### src/rtl/usb_tx_pkg.sv
// Shared state type and default timing constants for the USB transmit path.
package usb_tx_pkg;

   typedef enum logic [1:0] {
      IDLE = 2'd0,
      RUN  = 2'd1,
      EOP  = 2'd2
   } tx_timer_state_t;

   localparam int USB_CLKS_PER_BIT  = 8;
   localparam int USB_BITS_PER_BYTE = 8;
   localparam int USB_EOP_BITS      = 3;

endpackage

### src/rtl/flex_counter.sv
// Generic up-counter with clear and programmable rollover; the flag is registered
// and is high for exactly the cycles in which count_out equals rollover_val.
module flex_counter #(
   parameter int NUM_CNT_BITS = 4
) (
   input  logic                    clk,
   input  logic                    n_rst,
   input  logic                    clear,
   input  logic                    count_enable,
   input  logic [NUM_CNT_BITS-1:0] rollover_val,
   output logic [NUM_CNT_BITS-1:0] count_out,
   output logic                    rollover_flag
);

   logic [NUM_CNT_BITS-1:0] count_q, count_d;
   logic                    flag_q, flag_d;

   always_comb begin
      count_d = count_q;
      if (clear) begin
         count_d = '0;
      end else if (count_enable) begin
         count_d = (count_q == rollover_val) ? NUM_CNT_BITS'(1) : count_q + NUM_CNT_BITS'(1);
      end
      flag_d = (count_d == rollover_val);
   end

   always_ff @(posedge clk or negedge n_rst) begin
      if (!n_rst) begin
         count_q <= '0;
         flag_q  <= 1'b0;
      end else begin
         count_q <= count_d;
         flag_q  <= flag_d;
      end
   end

   assign count_out     = count_q;
   assign rollover_flag = flag_q;

endmodule

### src/rtl/usb_tx_timer.sv
// USB transmit bit/byte timer: bit-rate shift strobes, byte_done, bit-stuff absorption.
// Define TX_EOP_TIMER_EN to add the three-bit-time EOP state driving eop_se0.
module usb_tx_timer
   import usb_tx_pkg::*;
#(
   parameter int CLKS_PER_BIT  = USB_CLKS_PER_BIT,
   parameter int BITS_PER_BYTE = USB_BITS_PER_BYTE,
   parameter int CNT_BITS      = 4
) (
   input  logic                clk,
   input  logic                n_rst,
   input  logic                start,
   input  logic                stop,
   input  logic                abort,
   input  logic                stuff_req,
   output logic                shift_strobe,
   output logic                byte_done,
   output logic [CNT_BITS-1:0] bit_index,
   output logic                stuff_active,
   output logic                busy,
   output logic                eop_se0
);

   localparam logic [CNT_BITS-1:0] CLK_ROLL = CNT_BITS'(CLKS_PER_BIT);
   localparam logic [CNT_BITS-1:0] CLK_PRE  = CNT_BITS'(CLKS_PER_BIT - 1);
   localparam logic [CNT_BITS-1:0] BIT_ROLL = CNT_BITS'(BITS_PER_BYTE);
   localparam logic [CNT_BITS-1:0] BIT_LAST = CNT_BITS'(BITS_PER_BYTE - 1);
   localparam logic [CNT_BITS-1:0] EOP_ROLL = CNT_BITS'(USB_EOP_BITS);
`ifdef TX_EOP_TIMER_EN
   localparam tx_timer_state_t     HALT_STATE   = EOP;
   localparam logic [CNT_BITS-1:0] EOP_SE0_BITS = CNT_BITS'(USB_EOP_BITS - 1);
`else
   localparam tx_timer_state_t     HALT_STATE   = IDLE;
`endif

   tx_timer_state_t     state_q, state_d;
   logic                stop_latch_q, stop_latch_d;
   logic                stuff_active_q, stuff_active_d;
   logic                byte_done_q, byte_done_d;
   logic                busy_q, busy_d;
   logic [CNT_BITS-1:0] bit_index_q, bit_index_d;

   logic [CNT_BITS-1:0] clk_cnt, bit_cnt, bit_roll;
   logic                clk_flag, bit_flag;
   logic                clk_clear, clk_en, bit_clear, bit_en;
   logic                strobe_next, data_strobe, byte_end, stop_cond;

   // A byte boundary is the data strobe completing the last bit, or the end of a
   // stuffed bit requested on that strobe (bit_index is still 0 during it).
   always_comb begin
      stop_cond = stop_latch_q | stop;
      byte_end  = clk_flag & ((byte_done_q & ~stuff_req) |
                              (stuff_active_q & (bit_index_q == '0)));
      state_d   = state_q;
      case (state_q)
         IDLE:    if (start) state_d = RUN;
         RUN:     if (byte_end && stop_cond) state_d = HALT_STATE;
         EOP:     if (bit_flag) state_d = IDLE;
         default: state_d = IDLE;
      endcase
      if (abort) state_d = IDLE;
   end

   always_comb begin
      clk_clear   = (state_q == IDLE) || (state_d == IDLE);
      clk_en      = ~clk_clear;
      strobe_next = clk_en && (clk_cnt == CLK_PRE);
      data_strobe = strobe_next && (state_q == RUN) && !stuff_active_q;
      byte_done_d = data_strobe && (bit_cnt == BIT_LAST);
      bit_clear   = clk_clear | byte_done_d;
      bit_en      = data_strobe | (strobe_next && (state_q == EOP));
      bit_roll    = (state_q == EOP) ? EOP_ROLL : BIT_ROLL;

      if ((state_d != RUN) || bit_clear) begin
         bit_index_d = '0;
      end else if (bit_en) begin
         bit_index_d = bit_cnt + CNT_BITS'(1);
      end else begin
         bit_index_d = bit_cnt;
      end

      stuff_active_d = stuff_active_q;
      if (clk_flag) stuff_active_d = stuff_active_q ? 1'b0 : stuff_req;
      if (state_d != RUN) stuff_active_d = 1'b0;

      stop_latch_d = (state_d == RUN) && (stop_latch_q || stop);
      busy_d       = (state_d != IDLE);
   end

   flex_counter #(.NUM_CNT_BITS(CNT_BITS)) u_clk_div (
      .clk           (clk),
      .n_rst         (n_rst),
      .clear         (clk_clear),
      .count_enable  (clk_en),
      .rollover_val  (CLK_ROLL),
      .count_out     (clk_cnt),
      .rollover_flag (clk_flag)
   );

   flex_counter #(.NUM_CNT_BITS(CNT_BITS)) u_bit_cnt (
      .clk           (clk),
      .n_rst         (n_rst),
      .clear         (bit_clear),
      .count_enable  (bit_en),
      .rollover_val  (bit_roll),
      .count_out     (bit_cnt),
      .rollover_flag (bit_flag)
   );

   always_ff @(posedge clk or negedge n_rst) begin
      if (!n_rst) begin
         state_q        <= IDLE;
         stop_latch_q   <= 1'b0;
         stuff_active_q <= 1'b0;
         byte_done_q    <= 1'b0;
         busy_q         <= 1'b0;
         bit_index_q    <= '0;
      end else begin
         state_q        <= state_d;
         stop_latch_q   <= stop_latch_d;
         stuff_active_q <= stuff_active_d;
         byte_done_q    <= byte_done_d;
         busy_q         <= busy_d;
         bit_index_q    <= bit_index_d;
      end
   end

`ifdef TX_EOP_TIMER_EN
   logic eop_se0_q, eop_se0_d;

   // SE0 for the first two EOP bit times; bit_cnt counts completed EOP bits.
   assign eop_se0_d = (state_d == EOP) && (bit_cnt < EOP_SE0_BITS);

   always_ff @(posedge clk or negedge n_rst) begin
      if (!n_rst) begin
         eop_se0_q <= 1'b0;
      end else begin
         eop_se0_q <= eop_se0_d;
      end
   end

   assign eop_se0 = eop_se0_q;
`else
   assign eop_se0 = 1'b0;
`endif

   assign shift_strobe = clk_flag;
   assign byte_done    = byte_done_q;
   assign bit_index    = bit_index_q;
   assign stuff_active = stuff_active_q;
   assign busy         = busy_q;

endmodule

### config.mk
export PLATFORM = sky130hd
export DESIGN_NAME = usb_tx_timer
export DESIGN_NICKNAME = d
export VERILOG_FILES = /design/src/rtl/usb_tx_pkg.sv /design/src/rtl/flex_counter.sv /design/src/rtl/usb_tx_timer.sv
export SDC_FILE = /design/constraint.sdc
export NUM_CORES = 1
export LEC_CHECK = 0
export ABC_CLOCK_PERIOD_IN_PS = 5000
export CAP_MARGIN = 15
export CORE_ASPECT_RATIO = 1.2
export CORE_UTILIZATION = 49
export DETAILED_ROUTE_END_ITERATION = 12
export HOLD_SLACK_MARGIN = 0.03
export PLACE_DENSITY = 0.84
export SYNTH_ARGS = -nofsm -noshare
export SYNTH_HDL_FRONTEND = slang
export SYNTH_SLANG_ARGS = --single-unit
export TNS_END_PERCENT = 100
### constraint.sdc
create_clock -name clk -period 5 [get_ports clk]
set_input_delay 1 -clock clk [delete_from_list [all_inputs] [get_ports clk]]
set_output_delay 1 -clock clk [all_outputs]
set_load 0.02 [all_outputs]
# Yosys cells after proc, flatten, opt, wreduce, memory -nomap -nowiden
# Cells that the tools add are included.
[totals] reg_bits=20 in_bits=6 output_inout_bits=9 elab_cells=63
[classes] add_sub_neg=2 n_eq_ne=10 n_mux=16 n_bitwise=9 n_reduce_logical=16
[op_table] cell="4-bit 2-to-1 mux" count=8
[op_table] cell="4-bit by 1-bit adder with 4-bit output (second input constant)" count=2
[op_table] cell="4-bit by 3-bit equality test with 1-bit output (second input constant)" count=2
[op_table] cell="4-bit equality test" count=2
[op_table] cell="4-bit equality test (second input constant)" count=2
[op_table] cell="2-bit 2-to-1 mux" count=4
[op_table] cell="1-bit logical AND" count=7
[op_table] cell="2-bit case mux with 3 select lines" count=1
[op_table] cell="2-bit by 1-bit equality test with 1-bit output (second input constant)" count=2
[op_table] cell="2-bit zero test" count=2
[op_table] cell="4-bit zero test" count=1
[op_table] cell="1-bit OR" count=4
[op_table] cell="2-bit nonzero test" count=2
[op_table] cell="1-bit bitwise AND" count=3
[op_table] cell="1-bit logical OR" count=3
[op_table] cell="1-bit 2-to-1 mux" count=3
[op_table] cell="2-bit equality test (second input constant)" count=1
[op_table] cell="2-bit by 1-bit != test with 1-bit output (second input constant)" count=1
[op_table] cell="1-bit NOT" count=2
[op_table] cell="1-bit zero test" count=1

# Longest topological paths before layout
[depth] depth_word=18 mapped_depth=7

# Cells and area by module
# Synthesis repeated with hierarchy kept, for this count alone.
[hier_totals] cells_unflattened=172 hier_area_um2=1515.2
[by_module_without_submodules] module="flex_counter" instances=2 cells_per_inst=57 area_per_inst_um2=478.0
[by_module_without_submodules] module="usb_tx_timer" instances=1 cells_per_inst=58 area_per_inst_um2=559.3

# Worst setup path before layout
# No wires, ideal clock.
[synth_timing] path_kind="input -> register" start="in abort" end="reg u_bit_cnt.flag_q (netlist: u_bit_cnt.rollover_flag)" setup_time_ps=79 t_arrival_ps=2208 required_ps=4921 slack_ps=2713 cell_stages=6 cell_sequence="or4b_4 inv_2 o32ai_1 a31oi_2 o211a_1 mux2i_1"
[synth_via] elab_chain_cells=11
[synth_lines] item="start, declared" line_no="usb_tx_timer.sv:14" text="input logic abort,"
[synth_lines] item="2-bit 2-to-1 mux (*)" line_no="usb_tx_timer.sv:61" text="if (abort) state_d = IDLE;"
[synth_lines] item="named net state_d[1]" line_no="usb_tx_timer.sv:36" text="tx_timer_state_t state_q, state_d;"
[synth_lines] item="2-bit zero test (*)" line_no="usb_tx_timer.sv:65" text="clk_clear = (state_q == IDLE) || (state_d == IDLE);"
[synth_lines] item="1-bit logical OR (*)" line_no="usb_tx_timer.sv:65"
[synth_lines] item="1-bit NOT" line_no="usb_tx_timer.sv:66" text="clk_en = ~clk_clear;"
[synth_lines] item="1-bit logical AND" line_no="usb_tx_timer.sv:67" text="strobe_next = clk_en && (clk_cnt == CLK_PRE);"
[synth_lines] item="1-bit logical AND (2 in a row)" line_no="usb_tx_timer.sv:68" text="data_strobe = strobe_next && (state_q == RUN) && !stuff_active_q;"
[synth_lines] item="1-bit OR or 1-bit logical AND (tied branches)" line_no="usb_tx_timer.sv:71, usb_tx_timer.sv:69"
[synth_lines] item="4-bit 2-to-1 mux or 1-bit OR (tied branches)" line_no="flex_counter.sv:22, usb_tx_timer.sv:70"
[synth_lines] item="4-bit 2-to-1 mux (*)" line_no="flex_counter.sv:20" text="if (clear) begin"
[synth_lines] item="named net u_bit_cnt.count_d[3]" line_no="flex_counter.sv:15" text="logic [NUM_CNT_BITS-1:0] count_q, count_d;"
[synth_lines] item="4-bit equality test (*)" line_no="flex_counter.sv:25" text="flag_d = (count_d == rollover_val);"
[synth_lines] item="named net u_bit_cnt.flag_d" line_no="flex_counter.sv:16" text="logic flag_q, flag_d;"
[synth_lines] item="end signal, assigned" line_no="flex_counter.sv:34" text="flag_q <= flag_d;"
[synth_lines] item="end, declared" line_no="flex_counter.sv:16"
# The timed path passes the listed nets; every way through them passes the cells marked *.
# A chain may end at the register's enable or synchronous reset.

# Worst setup path after layout
# Ends and elaborated chain as after synthesis.

==> summary.md <==
| Metric | Value |
|---|---|
| Post-synthesis compound-gate area fraction | `16.93%` |
| Layout cells sized above 1 | `7.692%` |
| Count leader, synth | `dfrtp_1` |
| # rows | `18` |
| Vias | `954` |
| Fmax | `378.5 MHz` |
| CTS Buf Count | `3` |
| Final ANT Viol Nets | `0` |
| Synth async-reset ratio | `100.0%` |
| Reg-to-Reg Start | `state_q[0]$_DFF_PN0_` |
| I/O Buffers | `13` |
| Leakage power | `0.5529 nW` |
| DR top layer | `met4` |
| Vert. Die Dim | `54.46 µm` |
| Distinct cell type count after synthesis | `40` |
| First-pass GRT wire length | `3.850 mm` |
| Syn nets | `124` |
| Htree depth | `1` |
| Initial antenna violation count | `0` |
| Max-cap check violation count | `0` |
| Maximum fanout along the worst path | `4` |
| Synth cell count leaders | `dfrtp_1 (20), nor2_1 (13), a21oi_1 (7), nand2_1 (7), o21ai_0 (7)` |
| Die W | `45.72 µm` |
| Sw Pwr | `0.00007369 W` |
| Critical Path AT | `2.88 ns` |
| Setup Skew | `0.001418 ns` |
| Post-Syn Area | `0.001124 mm²` |
| DR vias/cell | `5.963` |
| Top-area cell type share of the netlist area | `44.54%` |
| Sw Ratio | `26.13%` |
| Starting Density | `53.07%` |
| CTS tree | `built` |
| Die Area | `0.002489 mm²` |
| Routed WL | `2.410 mm` |
| R2R Setup Slk | `3.01 ns` |
| Worst Path Required | `5.23 ns` |
| Wire length on met3 | `85 µm` |
| Multi-input logic area | `600.6 µm²` |
| Top_reg_cell synth | `dfrtp_1` |
| Worst Hold Class | `reg -> reg` |
| Worst r2r path cells | `6` |
| Post-synth EDFFs | `0` |
| Total power | `0.0002820 W` |
| Area contributors post-synth | `dfrtp_1 (45%), nor2_1 (4.3%), ha_1 (3.3%)` |
| Crit path capture type | `flip-flop` |
| Worst Max-Slew Pin Slew | `0.8652 ns` |
| Comb power frac | `12.4%` |
| Cell taking the most area after synthesis | `dfrtp_1` |
| Clock slew at reported path FFs | `0.10 ns` |
| End of the worst hold path | `stop_latch_q$_DFF_PN0_` |
| Synthesized area per cell | `9.770 µm²` |
| GRT overflow | `0` |
| Adder-Cell Fraction of Synth Area | `3.341%` |
| Final worst-path cycle share | `52.84%` |
| Status | `complete, no violations` |
| Top-level port count | `15` |
| RSZ-0062 raised after global routing | `false` |
| Layout area overhead | `16.26%` |
| Post_cts resized | `0` |
| Post-CTS Hold Buffers | `0` |
| Hold depth | `2` |
| Clock Power Share | `27.4%` |
| Largest family of logic cells by synthesized area | `simple AND/OR/NAND/NOR gates` |
| Largest net degree at the start of global routing | `21` |
| Internal power | `0.0002083 W` |
| Synth Warn # | `0` |
| Post-Synth Simple-Gate Area | `27.06%` |
| GRT Util Overall | `23.04%` |
| Longest Clk Path Bufs | `2` |
| Reg2reg end | `u_bit_cnt.rollover_flag$_DFF_PN0_` |
| Clk Latency, worst-skew pair | `0.31 ns` |
| Register share of total power | `60.2%` |
| Drt drc | `0` |
| Flops & latches, synth | `20` |
| Final TNS setup | `0 ns` |
| Sink Count | `20` |
| Syn Inst Count | `115` |
| Placed wire-length estimate | `1.859 mm` |
| DRT met1 WL | `1.029 mm` |
| Final Hold Fails | `0` |
| CP startpoint kind | `input port` |
| Storage cell area | `500.5 µm²` |
| Layout Nets | `141` |
| Vias in the first global route | `873` |
| Mux cell area share after synthesis | `1.893%` |
| CP Class | `in -> reg` |
| Ant diodes | `0` |
| Slew HR | `42.14%` |
| Fillers | `191` |
| Min-delay src | `stop_latch_q$_DFF_PN0_` |
| Final setup fails | `0` |
| Postcts setup bufs | `0` |
| Wirelength per Cell | `15.06 µm` |
| Wire length on met2 | `1.204 mm` |
| Root Driver | `clkbuf_4` |
| 1st-pass router iterations | `4` |
| Final max-slew violation count | `0` |
| XOR/XNOR Fraction of Synth Area | `3.898%` |
| Routability cong. | `0.9162` |
| DRT iter0 DRCs | `20` |
| Shortest period the worst path allows | `2.642 ns` |
| Pwr dens | `215.9 mW/mm²` |
| Core box area | `0.002117 mm²` |
| Worst vdd ir | `0.2246 mV` |
| Sequential share of the synthesized area | `44.54%` |
## metrics by stage
| step | cells | util [%] | worst slack [ns] | area (µm²) | hold WS, ns |
|---|---|---|---|---|---|
| 6_report | 160 | 61.70 | 2.358 | 1306 | 0.5322 |
| 5_1_grt | 160 | 61.70 | 2.322 | 1306 | 0.5554 |
| 4_1_cts | 160 | 61.70 | 2.406 | 1306 | 0.5305 |
| 3_5_place_dp | 157 | 60.64 | 2.069 | 1284 | 0.5049 |
| 3_3_place_gp | 157 | 60.64 | 2.175 | 1284 | 0.4908 |
| 2_1_floorplan | 115 | - | 2.713 | 1124 | 0.4753 |
## per-layer routing
layer,track usage (%),vias up
met4,16.67,0
li1,-,447
met3,3.960,7
met5,0,-
met2,40.24,27
met1,24.69,473
## registers in the layout, summed over array words and instances, names as in the netlist
register,count
bit_index,4
u_clk_div.count_out,4
busy,1
u_bit_cnt.count_out,4
stop_latch_q,1
byte_done,1
state_q,2
stuff_active,1
u_bit_cnt.rollover_flag,1
u_clk_div.rollover_flag,1
## power by group through the flow
| stage | clock, W | combinational (W) | sequential (W) |
|---|---|---|---|
| floorplan | 0 | 0.0000199 | 0.000173 |
| global placement | 0 | 0.0000341 | 0.000173 |
| detailed placement | 0 | 0.0000351 | 0.000173 |
| CTS | 0.0000782 | 0.0000353 | 0.000170 |
| global route | 0.0000859 | 0.0000390 | 0.000171 |
| finish | 0.0000773 | 0.0000350 | 0.000170 |
## worst max-delay path: stages
cell	delay (ns)
clkdlybuf4s50_1	0.46
or4b_4	0.55
inv_2	0.09
o32ai_1	0.09
a31oi_2	0.26
o211a_1	0.22
mux2i_1	0.20
## final cells by class
| type | instances | area share (%) |
|---|---|---|
| Tap cell | 30 | 2.874 |
| Clock buffer | 3 | 1.724 |
| Multi-Input combinational cell | 90 | 45.98 |
| Sequential cell | 20 | 38.31 |
| Inverter | 4 | 1.149 |
| Timing Repair Buffer | 13 | 9.962 |
## cell families (layout without fill, tap and decap cells)
family	after synthesis	in the layout
mux	2	2
fa+ha+maj	3	3
other cells	1	1
xor+xnor	5	5
simple gates	51	51
buf+inv	5	20
compound gates	28	28
flops	20	20
## worst max path at each step
stage / from / endpoint / slack, ns / cells after the start
floorplan: abort / u_bit_cnt.rollover_flag$_DFF_PN0_ / 2.71 / 6
global placement: abort / u_bit_cnt.rollover_flag$_DFF_PN0_ / 2.18 / 7
detailed placement: abort / u_bit_cnt.rollover_flag$_DFF_PN0_ / 2.07 / 7
CTS: abort / u_bit_cnt.rollover_flag$_DFF_PN0_ / 2.41 / 7
global route: abort / u_bit_cnt.rollover_flag$_DFF_PN0_ / 2.32 / 7
finish: abort / u_bit_cnt.rollover_flag$_DFF_PN0_ / 2.36 / 7
## cell usage in the layout (no fill, tap or decap), types with 2 or more instances in the layout
| master | count |
|---|---|
| dfrtp_1 | 20 |
| nor3b_1 | 3 |
| nand2_1 | 7 |
| nor4b_1 | 3 |
| o21ai_0 | 7 |
| or3b_1 | 2 |
| inv_1 | 3 |
| nand3b_1 | 2 |
| nand4b_1 | 2 |
| clkbuf_4 | 3 |
| nor4_1 | 2 |
| clkdlybuf4s50_1 | 13 |
| o21a_1 | 2 |
| xnor2_1 | 4 |
| a21oi_1 | 7 |
| ha_1 | 3 |
| o211a_1 | 3 |
| or3_1 | 2 |
| a21boi_0 | 2 |
| nor2b_1 | 2 |
| nand2b_1 | 6 |
| nor2_1 | 13 |
Power figures use the tool's default switching activity.
